### config.mk
export PLATFORM = sky130hd
export DESIGN_NAME = sync_fifo_pkt
export DESIGN_NICKNAME = d
export VERILOG_FILES = /design/src/rtl/sync_fifo_pkt.sv
export SDC_FILE = /design/constraint.sdc
export NUM_CORES = 1
export LEC_CHECK = 0
export CORE_UTILIZATION = 50
export CTS_BUF_LIST = sky130_fd_sc_hd__clkbuf_16
export DETAILED_ROUTE_END_ITERATION = 6
export PLACE_DENSITY_LB_ADDON = 0.3
export REMOVE_ABC_BUFFERS = 1
export SLEW_MARGIN = 5
export SYNTH_ARGS = -nofsm -noshare
export SYNTH_HDL_FRONTEND = slang
export SYNTH_SLANG_ARGS = --single-unit
### constraint.sdc
create_clock -name CLK -period 4.6 [get_ports CLK]
set_input_delay 0.92 -clock CLK [delete_from_list [all_inputs] [get_ports CLK]]
set_output_delay 0.92 -clock CLK [all_outputs]
set_load 0.1 [all_outputs]
### src/rtl/sync_fifo_pkt.sv
// sync_fifo_pkt: single-clock FIFO with standard/FWFT read, threshold flags, sticky errors and packet commit/discard
//
// Ports:
//   CLK, RST_N          clock (rising edge) and asynchronous active-low reset
//   WR_EN, WR_DATA      write request and word
//   WR_COMMIT           publish pending writes including this cycle's (packet mode)
//   WR_DISCARD          drop pending writes including this cycle's (packet mode), wins over commit
//   WR_FULL, WR_CNT     no free slot / occupied slots (committed plus pending)
//   ALMOST_FULL         free slots <= AF_TH
//   RD_EN, RD_DATA      read request and word
//   RD_EMPTY, RD_CNT    no committed word / committed words readable (FWFT includes output register)
//   ALMOST_EMPTY        RD_CNT <= AE_TH
//   OVERFLOW, UNDERFLOW sticky error flags, CLR_ERR clears them (a new error in the same cycle wins)
module sync_fifo_pkt #(
    parameter int DATA_WIDTH     = 8,
    parameter int FIFO_DEPTH     = 16,
    parameter int DATA_FLOAT_OUT = 0,
    parameter int PKT_MODE       = 0,
    parameter int AF_TH          = 2,
    parameter int AE_TH          = 2
) (
    input  logic                            CLK,
    input  logic                            RST_N,
    input  logic                            WR_EN,
    input  logic [DATA_WIDTH-1:0]           WR_DATA,
    input  logic                            WR_COMMIT,
    input  logic                            WR_DISCARD,
    output logic                            WR_FULL,
    output logic [$clog2(FIFO_DEPTH):0]     WR_CNT,
    output logic                            ALMOST_FULL,
    input  logic                            RD_EN,
    output logic [DATA_WIDTH-1:0]           RD_DATA,
    output logic                            RD_EMPTY,
    output logic [$clog2(FIFO_DEPTH):0]     RD_CNT,
    output logic                            ALMOST_EMPTY,
    output logic                            OVERFLOW,
    output logic                            UNDERFLOW,
    input  logic                            CLR_ERR
);
    localparam int PW   = $clog2(FIFO_DEPTH);
    localparam bit FWFT = DATA_FLOAT_OUT != 0;
    localparam bit PKT  = PKT_MODE != 0;

    logic [DATA_WIDTH-1:0] mem [FIFO_DEPTH];
    logic [PW:0]           wr_ptr_q, cmt_ptr_q, rd_ptr_q, wr_cnt_q, rd_cnt_q;
    logic [PW:0]           wr_ptr_d, cmt_ptr_d, rd_ptr_d, wr_cnt_d, rd_cnt_d, wr_inc;
    logic [DATA_WIDTH-1:0] rd_data_q;
    logic                  wr_full_q, rd_empty_q, af_q, ae_q, ovf_q, unf_q;
    logic                  rd_empty_d, disc, cmt, wr_acc, mem_avail, load, valid_d;

    always_comb begin
        disc      = PKT && WR_DISCARD;
        cmt       = PKT && WR_COMMIT && !WR_DISCARD;
        wr_acc    = WR_EN && !wr_full_q && !disc;
        wr_inc    = wr_ptr_q + (PW+1)'(wr_acc);
        wr_ptr_d  = disc ? cmt_ptr_q : wr_inc;
        cmt_ptr_d = (!PKT || cmt) ? wr_inc : cmt_ptr_q;
        mem_avail = cmt_ptr_q != rd_ptr_q;
        // FWFT refills the output register whenever it is empty or being consumed;
        // in FWFT mode rd_empty_q is the inverse of the output-register valid bit
        load       = mem_avail && (FWFT ? (rd_empty_q || RD_EN) : RD_EN);
        rd_ptr_d   = rd_ptr_q + (PW+1)'(load);
        valid_d    = load || (!rd_empty_q && !RD_EN);
        rd_empty_d = FWFT ? !valid_d : (cmt_ptr_d == rd_ptr_d);
        wr_cnt_d   = wr_ptr_d - rd_ptr_d;
        rd_cnt_d   = cmt_ptr_d - rd_ptr_d + (PW+1)'(FWFT && !rd_empty_d);
    end

    always_ff @(posedge CLK) begin
        if (wr_acc) mem[wr_ptr_q[PW-1:0]] <= WR_DATA;
    end

    always_ff @(posedge CLK or negedge RST_N) begin
        if (!RST_N) begin
            wr_ptr_q   <= '0;
            cmt_ptr_q  <= '0;
            rd_ptr_q   <= '0;
            wr_cnt_q   <= '0;
            rd_cnt_q   <= '0;
            rd_data_q  <= '0;
            wr_full_q  <= 1'b0;
            rd_empty_q <= 1'b1;
            af_q       <= 1'b0;
            ae_q       <= 1'b1;
            ovf_q      <= 1'b0;
            unf_q      <= 1'b0;
        end else begin
            wr_ptr_q   <= wr_ptr_d;
            cmt_ptr_q  <= cmt_ptr_d;
            rd_ptr_q   <= rd_ptr_d;
            wr_cnt_q   <= wr_cnt_d;
            rd_cnt_q   <= rd_cnt_d;
            if (load) rd_data_q <= mem[rd_ptr_q[PW-1:0]];
            wr_full_q  <= wr_cnt_d == (PW+1)'(FIFO_DEPTH);
            rd_empty_q <= rd_empty_d;
            af_q       <= (FIFO_DEPTH - int'(wr_cnt_d)) <= AF_TH;
            ae_q       <= int'(rd_cnt_d) <= AE_TH;
            ovf_q      <= (WR_EN && wr_full_q) || (ovf_q && !CLR_ERR);
            unf_q      <= (RD_EN && rd_empty_q) || (unf_q && !CLR_ERR);
        end
    end

    assign WR_FULL      = wr_full_q;
    assign WR_CNT       = wr_cnt_q;
    assign ALMOST_FULL  = af_q;
    assign RD_DATA      = rd_data_q;
    assign RD_EMPTY     = rd_empty_q;
    assign RD_CNT       = rd_cnt_q;
    assign ALMOST_EMPTY = ae_q;
    assign OVERFLOW     = ovf_q;
    assign UNDERFLOW    = unf_q;
endmodule
==> results of run 1 <==
-- metrics by stage --
step | hold WS (ns) | cells
finish | 0.505 | 561
global route | 0.520 | 561
CTS | 0.508 | 561
detailed placement | 0.495 | 529
global placement | 0.490 | 529
floorplan | 0.504 | 310
-- worst max-delay path by stage --
stage                                 startpoint               endpoint  cells past startpoint
after detailed placement                   RD_EN  ALMOST_FULL$_DFF_PN0_                     13
after global placement                     WR_EN  ALMOST_FULL$_DFF_PN0_                     13
after global routing      cmt_ptr_q[0]$_DFF_PN0_  ALMOST_FULL$_DFF_PN0_                     14
final                     cmt_ptr_q[2]$_DFF_PN0_  ALMOST_FULL$_DFF_PN0_                     14
after floorplan            rd_ptr_q[0]$_DFF_PN0_  ALMOST_FULL$_DFF_PN0_                     13
after CTS                 cmt_ptr_q[2]$_DFF_PN0_  ALMOST_FULL$_DFF_PN0_                     14
-- registers in the layout, summed over array words and instances, names as in the netlist, 5 cells and up --
| signal | cells |
|---|---|
| cmt_ptr_q | 5 |
| RD_DATA | 8 |
| WR_CNT | 5 |
| rd_ptr_q | 5 |
| mem | 128 |
-- kinds of logic after synthesis --
kind of cell    Yosys count  share of synthesized area, %
flops                   157                          69.7
simple gates             51                          3.89
mux                      48                          16.8
buf+inv                  30                          2.71
xor+xnor                 19                          3.09
compound gates           15                          1.87
fa+ha+maj                10                          1.91
-- cell usage in the layout, fill, tap and decap left out, types with 2 or more instances in the layout --
cell and count:
and2_1 2, buf_4 11, clkbuf_16 17, clkdlybuf4s50_1 36, clkinv_2 2, clkinv_4 5
clkinvlp_4 4, dfrtp_1 27, dfstp_2 2, edfxtp_1 128, ha_1 10, inv_1 12
mux2_2 8, mux4_1 29, mux4_2 11, nand2_1 5, nand2b_1 3, nand3_1 7
nand3b_1 2, nor2_1 16, nor2b_1 3, nor3_1 9, o2111ai_1 2, o21ai_0 5
xnor2_1 12, xor2_1 4
-- cell type report --
| class | instances | area, sq um | area share, % |
|---|---|---|---|
| inverter | 10 | 37.5 | 0.494 |
| sequential | 157 | 4570 | 60.1 |
| multi-input combinational | 143 | 1810 | 23.7 |
| tap | 172 | 215 | 2.83 |
| clock buffer | 17 | 425 | 5.60 |
| clock inverter | 15 | 104 | 1.37 |
| timing repair buffer | 47 | 443 | 5.83 |
-- worst max-delay path, cell delays in order (launching register included) --
cell and delay (ns):
dfrtp_1 0.55, xnor2_1 0.17, nand3_1 0.13, o31ai_4 0.60, inv_1 0.12, ha_1 0.23
ha_1 0.40, a21boi_0 0.33, nor2_1 0.08, buf_4 0.16, o31ai_1 0.27, xor2_1 0.31
ha_1 0.29, nor3_1 0.19, a32o_1 0.19
-- metal layers --
| layer | vias to the layer above | global-route usage, % | part of all wire, % |
|---|---|---|---|
| met2 | 104 | 30.5 | 48 |
| met4 | 0 | 7.35 | 1.6 |
| met3 | 17 | 5.14 | 6.0 |
| met1 | 1623 | 25.7 | 44 |
| li1 | 1423 | - | - |
| met5 | - | 0 | 0 |
==> out/qor.csv, run 1 <==
stage,metric,value,unit
setup_path,Worst setup SP type,register,
floorplan,Chip Width,117,microns
sta,crit share post-route,89.2,%
clock_network,H-tree Lvls,4,
grt,wire length of the first global-routing pass,17900,microns
floorplan,Die ar.,0.0136,sq mm
setup_path,Max Fanout on Critical Path,9,
hold_path,Hold Startpoint,RD_DATA[7]$_DFFE_PN0P_,
final_layout,Util after Layout,59.8,%
clock_network,CTS buffer count,17,
clock_network,# hold bufs at CTS,0,
flow_run,maxcap violations,0,
placement,RePlAce Congestion,0.813,
hold_path,WHS Endpoint,RD_DATA[7]$_DFFE_PN0P_,
setup_path,R2R depth,14,
clock_network,Longest Clk Path Bufs,2,
sta,Peak Freq,244,MHz
detailed_routing,routed vias/inst,5.65,
detailed_routing,drt total wl,11600,microns
clock_network,"Clk Latency, worst-skew pair",0.42,ns
floorplan,row cnt,41,
synth,share of the synthesized area in the top cell type,58.6,%
sta,fin. max-slew vios,0,
setup_path,critical path class,reg -> reg,
synth,largest area contributor in the netlist,edfxtp_1,
sta,relative max-transition margin,35.0,%
final_layout,final net count,401,
sta,Fin. Hold Viols,0,
sta,Final setup viols,0,
setup_path,worst endpoint required time,4.95,ns
detailed_routing,1st-iter DRT viols,260,
setup_path,Critical R2R Launch,cmt_ptr_q[2]$_DFF_PN0_,
floorplan,Core ar.,0.0127,sq mm
synth,Post-Syn Instances,330,
grt,antenna violations before repair,0,
grt,total grt overflow,0,
sta,Clock Skews,0.00732,ns
placement,Post-Place Setup Slack,0.325,ns
final_layout,Final Cell Area,0.00760,sq mm
grt,Tot GR Track Use,19.2,%
grt,largest net degree at the start of global routing,35,
synth,synth top area cells,"edfxtp_1 59%, mux4_1 12%, dfrtp_1 10%",
synth,asr flop ratio synth,18.5,%
clock_network,CTS sink cnt,157,
sta,worst-margin pin slew,0.972,ns
detailed_routing,residual DRC count,0,
grt,vias in the first global route,3163,
synth,top_reg_cell synth,edfxtp_1,
clock_network,Post-CTS Setup Bufs,0,
synth,yosys warns,0,
synth,"FF+latch count, synth",157,
clock_network,clock root buffer,clkbuf_16,
final_layout,Diodes inserted,0,
synth,"Cell Area, Synth",0.00656,sq mm
synth,"Seq/Total Area, Yosys",69.7,%
hold_path,hold depth,1,
outcome,outcome,"finished, final reports clean",
sta,RSZ-0062 raised after global routing,no,
placement,# port buffers,36,
clock_network,Post-CTS Resized,0,
synth,Syn Area/Cell,19.9,sq um
placement,dpl hpwl,7490,microns
sta,post-layout minimum cycle time,4.10,ns
clock_network,CTS tree,yes,
final_layout,Fill cells,964,
floorplan,starting density of the core,51.5,%
setup_path,Worst EP arrival,4.45,ns
hold_path,Hold Crit Class,reg -> reg,
synth,"count leader, synth",edfxtp_1,
synth,Post-synth EDFFs,128,
floorplan,IO Pins,39,
synth,"Distinct cells, synth",41,
setup_path,CP endpoint kind,register,
setup_path,FF-to-FF End,ALMOST_FULL$_DFF_PN0_,
floorplan,die height,117,microns
detailed_routing,vias post-DR,3167,
synth,commonest cells in the netlist,"128 x edfxtp_1, 29 x mux4_1, 27 x dfrtp_1, 16 x nor2_1, 12 x xnor2_1",
detailed_routing,routed length per instance,20.7,microns
final_layout,layout cells sized above 1,16.7,%
detailed_routing,Routed Antenna Nets,0,
final_layout,area growth from synthesis to layout,16.0,%
detailed_routing,Detailed Routing Iterations Pass 1,4,
sta,setup ws final,0.499,ns
sta,setup TNS,0,ns
clock_network,Clock Pin Slew Worst Setup and Hold Paths,0.06,ns
placement,placed cell area,0.00707,sq mm
setup_path,slack of the worst reg-to-reg path,0.50,ns
Power of run 1 is left out: the tool's default activity adds up to more than one toggle a clock period on the data nets, which glitch-free logic cannot reach.
==> inputs of run 2 (changes only) <==
--- a/config.mk
+++ b/config.mk
@@ -8,6 +8,8 @@
 export CORE_UTILIZATION = 50
 export CTS_BUF_LIST = sky130_fd_sc_hd__clkbuf_16
 export DETAILED_ROUTE_END_ITERATION = 6
+export GPL_TIMING_DRIVEN = 0
+export MAX_ROUTING_LAYER = met4
 export PLACE_DENSITY_LB_ADDON = 0.3
 export REMOVE_ABC_BUFFERS = 1
 export SLEW_MARGIN = 5
==> run 2 against run 1 <==
  * Clock skew rose by 0.0021 ns
  * Cell count fell by 1.4%
  * Largest cell class unchanged
  * Register-to-register slack improved by 0.19 ns
  * Design area rose by 0.23%
  * Sequential cell count did not move
  * Wire length rose by 0.93%
==> out/qor.csv, run 2 (synthesis results as in run 1) <==
stage,metric,value,unit,change
outcome,outcome,"finished, final reports clean",,
setup_path,CP max-delay cell,dfrtp_1,,
clock_network,CTS tree,yes,,
sta,Fin. Hold Viols,0,,unchanged
setup_path,Worst EP arrival,4.27,ns,-0.18 ns
sta,post-layout minimum cycle time,3.91,ns,-0.190 ns
detailed_routing,routed length per instance,21.2,microns,+2.4%
setup_path,crit-path cells,xor2_1 -> o31ai_4 -> inv_1 -> ha_1 -> ha_1 -> a21boi_0 -> nor2_1 -> o31ai_1 -> xor2_1 -> ha_1 -> nor3_1 -> a32o_1,,
detailed_routing,residual DRC count,0,,unchanged
final_layout,area growth from synthesis to layout,16.2,%,
placement,# port buffers,36,,unchanged
sta,crit share post-route,85.0,%,-4.1 points
setup_path,worst endpoint required time,4.96,ns,about the same
detailed_routing,vias post-DR,3144,,-0.73%
detailed_routing,routed vias/inst,5.69,,+0.71%
setup_path,WP buf/inv,1,,-1
sta,setup ws final,0.689,ns,+0.190 ns
placement,RePlAce Congestion,0.855,,+5.1%
floorplan,Core ar.,0.0127,sq mm,unchanged
sta,Clock Skews,0.00947,ns,+0.00215 ns
grt,antenna violations before repair,0,,unchanged
clock_network,Clock Pin Slew Worst Setup and Hold Paths,0.06,ns,about the same
grt,largest net degree at the start of global routing,36,,+2.9%
sta,fin. max-slew vios,0,,unchanged
final_layout,max reg flops,128,,unchanged
flow_run,maxcap violations,0,,unchanged
detailed_routing,1st-iter DRT viols,271,,+4.2%
clock_network,CTS buffer count,17,,unchanged
floorplan,IO Pins,39,,unchanged
grt,vias in the first global route,3188,,+0.79%
sta,Peak Freq,256,MHz,+4.9%
clock_network,H-tree Lvls,4,,unchanged
hold_path,Hold Crit Class,reg -> reg,,
floorplan,Die ar.,0.0136,sq mm,unchanged
floorplan,Chip Width,117,microns,unchanged
final_layout,Final Cell Area,0.00762,sq mm,+0.23%
floorplan,starting density of the core,51.5,%,unchanged
clock_network,clock root buffer,clkbuf_16,,
sta,Final setup viols,0,,unchanged
final_layout,layout cells sized above 1,17.1,%,+0.35 points
final_layout,"commonest non-fill, non-tap cell in the layout",edfxtp_1,,
final_layout,final net count,393,,-2.0%
detailed_routing,Detailed Routing Iterations Pass 1,4,,unchanged
setup_path,CP dominant cell by count,ha_1,,
detailed_routing,Routed Antenna Nets,0,,unchanged
clock_network,CTS sink cnt,157,,unchanged
setup_path,Worst setup SP type,register,,
sta,relative max-transition margin,35.0,%,about the same
floorplan,row cnt,41,,unchanged
placement,placed cell area,0.00702,sq mm,-0.71%
setup_path,Max Fanout on Critical Path,11,,+2
placement,Post-Place Setup Slack,0.154,ns,-0.171 ns
grt,Tot GR Track Use,20.1,%,+0.91 points
sta,setup TNS,0,ns,unchanged
floorplan,die height,117,microns,unchanged
setup_path,"CP delay by family, top",compound AO/OA/AOI/OAI gates,,
final_layout,most frequent cells in the layout,"128 x edfxtp_1, 35 x clkdlybuf4s50_1, 29 x mux4_1, 24 x dfrtp_1, 17 x clkbuf_16",,
grt,wire length of the first global-routing pass,18200,microns,+1.3%
clock_network,# hold bufs at CTS,0,,unchanged
detailed_routing,drt total wl,11700,microns,+0.93%
grt,total grt overflow,0,,unchanged
sta,RSZ-0062 raised after global routing,no,,
setup_path,CP endpoint kind,register,,
setup_path,critical path class,reg -> reg,,
final_layout,Diodes inserted,0,,unchanged
setup_path,"Largest stage delay, worst path",0.72,ns,+0.12 ns
clock_network,Longest Clk Path Bufs,2,,unchanged
sta,worst-margin pin slew,0.972,ns,+0.000150 ns
placement,dpl hpwl,7440,microns,-0.62%
clock_network,"Clk Latency, worst-skew pair",0.42,ns,about the same
==> run 2: changes by cell type in the layout (fill, tap and decap cells not counted), moves of 2 or more <==
| cell | change |
|---|---|
| nor3_1 | -4 |
| buf_4 | -9 |
| dfrtp_1 | -3 |
| dfrtp_2 | +2 |
| bufinv_16 | +2 |
| clkinv_4 | -3 |
| inv_6 | +2 |
| nor3_2 | +4 |
==> run 2: cell type report <==
type	instances	area (sq um)
Clock buffer	17	425
Clock inverter	15	148
Fill cell	946	5100
Inverter	10	37.5
Multi-Input combinational cell	143	1830
Sequential cell	157	4580
Tap cell	172	215
Timing Repair Buffer	39	390
==> run 2: per-stage QoR <==
stage	hold WS (ns)	cells	utilization, %
2_1_floorplan	0.504	310	-
3_3_place_gp	0.489	518	54.9
3_5_place_dp	0.494	519	55.2
4_1_cts	0.508	551	59.7
5_1_grt	0.519	553	59.9
6_report	0.501	553	59.9
==> run 2: what timing repair did <==
action	in CTS	in global routing
setup endpoints to repair	0	1
setup buffers	0	2
gates resized for setup	0	2
==> run 2: path summary, 6_finish.rpt <==
| check | startpoint | endpoint | slack (ns) | cells after the start |
|---|---|---|---|---|
| worst min-delay path | RD_DATA[1]$_DFFE_PN0P_ | RD_DATA[1]$_DFFE_PN0P_ | 0.50 | 1 |
| min in group asynchronous | RST_N | RD_DATA[0]$_DFFE_PN0P_ | 0.52 | 1 |
| worst max register to register | rd_ptr_q[3]$_DFF_PN0_ | ALMOST_FULL$_DFF_PN0_ | 0.69 | 12 |
| worst min register to register | RD_DATA[1]$_DFFE_PN0P_ | RD_DATA[1]$_DFFE_PN0P_ | 0.50 | 1 |
| max in group asynchronous | RST_N | rd_ptr_q[1]$_DFF_PN0_ | 3.58 | 1 |
| worst max-delay path | rd_ptr_q[3]$_DFF_PN0_ | ALMOST_FULL$_DFF_PN0_ | 0.69 | 12 |
==> run 2: layer usage <==
layer | wire length, microns | vias up | track usage, %
met4 | 170 | 0 | 8.97
met5 | 0 | - | -
met2 | 5700 | 102 | 29.9
met1 | 5170 | 1618 | 26.7
met3 | 651 | 16 | 4.77
li1 | - | 1408 | -
==> run 2: worst reg2reg max path, delay by kind of cell, from the launching register on <==
family,cells,cell delay [ns]
AO/OA/AOI/OAI,4,1.26
flip-flops,1,0.72
adder cells (fa/ha/maj),3,0.89
AND/OR/NAND/NOR,2,0.38
buffers and inverters,1,0.08
XOR/XNOR,2,0.52
Power of run 2 is left out for the same reason.
==> patch, RTL diff (config.mk and constraints of run 1) <==
Change the parameter `PKT_MODE` from 0 to 1.
--- a/src/rtl/sync_fifo_pkt.sv
+++ b/src/rtl/sync_fifo_pkt.sv
@@ -17,3 +17,3 @@
     parameter int DATA_FLOAT_OUT = 0,
-    parameter int PKT_MODE       = 0,
+    parameter int PKT_MODE       = 1,
     parameter int AF_TH          = 2,
Behaviour: not the same (Yosys sat finds a counterexample within 4 cycles, from zero or initial values and one cycle with RST_N low).
==> patch against run 1 <==
Via count grew 7.9%; global-route usage grew 0.68 points; wire length grew 9.7%; clock skew shrank 0.00093 ns; sequential cell count grew 10; cell count grew 8.6%; setup slack gained 0.013 ns; synthesized area grew 6.0%; critical path depth grew 1; design area grew 7.7%; first-iteration DRC count shrank 13%; largest cell class unchanged.
Power is left out: the tool's default activity adds up to more than one toggle a clock period on the data nets, which glitch-free logic cannot reach.
==> patch: results (changes against run 1) <==
WHS: 0.5066 ns (was 0.5054 ns)
I/O Buffers: 38 (was 36)
vias in the first global route: 3614 (was 3163)
actual slew at the worst max-slew pin: 0.9734 ns (was 0.9718 ns)
first-iteration detailed-routing DRC count: 225 (was 260)
Via density: 5.612 (was 5.645)
list of most frequent post-synthesis cells: edfxtp_1 (128), mux4_2 (40), dfrtp_1 (37), inv_1 (20), nor2_1 (17) (was edfxtp_1 (128), mux4_1 (29), dfrtp_1 (27), nor2_1 (16), xnor2_1 (12))
Final Wtd Congestion: 0.8454 (was 0.8131)
global-route wire length before repair: 20.16 mm (was 17.93 mm)
R2R depth: 17 (was 14)
Met1 Wirelength: 5.173 mm (was 5.088 mm)
register area share after synthesis: 69.40% (was 69.75%)
CP Class: primary input to flip-flop (was flip-flop to flip-flop)
hpwl dp: 8.513 mm (was 7.489 mm)
CP Data Arrival Time: 4.42 ns (was 4.45 ns)
Antenna Diode Count: 0 (unchanged)
share of cells above drive strength 1: 27.02% (was 16.71%)
Final nets: 447 (was 401)
routed wl met3: 750 µm (was 697 µm)
met2 wire length: 6.545 mm (was 5.612 mm)
Overall Global Routing Usage: 19.91% (was 19.23%)
r2r startpoint: cmt_ptr_q[3]$_DFF_PN0_ (was cmt_ptr_q[2]$_DFF_PN0_)
Hold Crit Start: RD_DATA[5]$_DFFE_PN0P_ (was RD_DATA[7]$_DFFE_PN0P_)
Worst Hold End: RD_DATA[5]$_DFFE_PN0P_ (was RD_DATA[7]$_DFFE_PN0P_)
CP top delay family: adder cells (was compound AO/OA/AOI/OAI gates)
placed cells: 578 (was 529)
ys async rst share: 23.35% (was 18.47%)
pin count of the biggest net entering global routing: 40 (was 35)
number of distinct library cells after synthesis: 46 (was 41)
pre-CTS setup slack: 0.1070 ns (was 0.3249 ns)
Slowest cell on crit path: clkdlybuf4s50_1 (was o31ai_4)
Synth area leaders: edfxtp_1 (55%), dfrtp_1 (13%), mux4_2 (13%) (was edfxtp_1 (59%), mux4_1 (12%), dfrtp_1 (10%))
fin cells: 609 (was 561)
Crit Reg-Reg Endpoint: ALMOST_FULL$_DFF_PN0_ (unchanged)
Syn Inst Count: 365 (was 330)
WL/cell: 20.87 µm (was 20.66 µm)
largest stage delay on the critical path: 0.47 ns (was 0.60 ns)
post-place instance area: 0.007551 mm² (was 0.007073 mm²)
Setup crit start: WR_EN (was cmt_ptr_q[2]$_DFF_PN0_)
R2R Setup Slk: 0.80 ns (was 0.50 ns)
Layout Skew: 0.006393 ns (was 0.007320 ns)
crit path max fanout: 3 (was 9)
status: complete, no violations (unchanged)
[patch: changes by cell type in the layout (fill, tap and decap cells not counted), moves of 3 or more]
| cell | run 1 | this run |
|---|---|---|
| a21o_1 | 0 | 3 |
| mux4_2 | 11 | 40 |
| inv_1 | 12 | 21 |
| dfrtp_1 | 27 | 36 |
| o21ai_0 | 5 | 2 |
| mux4_1 | 29 | 0 |
| mux2i_1 | 0 | 3 |
| xor2_1 | 4 | 7 |
| nor3_1 | 9 | 5 |
| bufinv_16 | 0 | 5 |
| maj3_2 | 0 | 5 |
| inv_2 | 0 | 3 |
[patch: area by class of cell]
| class | instances | area [µm²] |
|---|---|---|
| clock buffers | 17 | 425.4 |
| flip-flops and latches | 167 | 4823 |
| fillers | 969 | 5215 |
| clock inverters | 14 | 209.0 |
| inverters | 23 | 86.33 |
| multi-input cells | 161 | 1948 |
| well taps | 176 | 220.2 |
| repair buffers | 51 | 473.0 |
[patch: logic make-up (layout without fill, tap and decap cells)]
family	count (synthesis)	in the layout	share of synthesized area (%)
AOI/OAI and AO/OA	16	16	1.909
xor gates and xnor gates	24	24	3.854
adders and majority gates	17	17	2.935
buffers and inverters	37	105	2.557
DFF	167	167	69.40
muxes	56	56	15.87
and+or+nand+nor	48	48	3.476
[patch: worst register-to-register path, delay by kind of cell (launching register included)]
kind / cells / cell delay [ns]
flip-flops: 1 / 0.42
buffers and inverters: 3 / 0.23
XOR/XNOR: 3 / 0.48
AO/OA/AOI/OAI: 4 / 0.77
AND/OR/NAND/NOR: 1 / 0.16
adder cells (fa/ha/maj): 6 / 1.65
[patch: layer usage]
layer	up-vias	track usage [%]
met5	-	0
met4	0	8.047
met3	21	5.703
met2	111	32.80
met1	1763	24.92
li1	1523	-
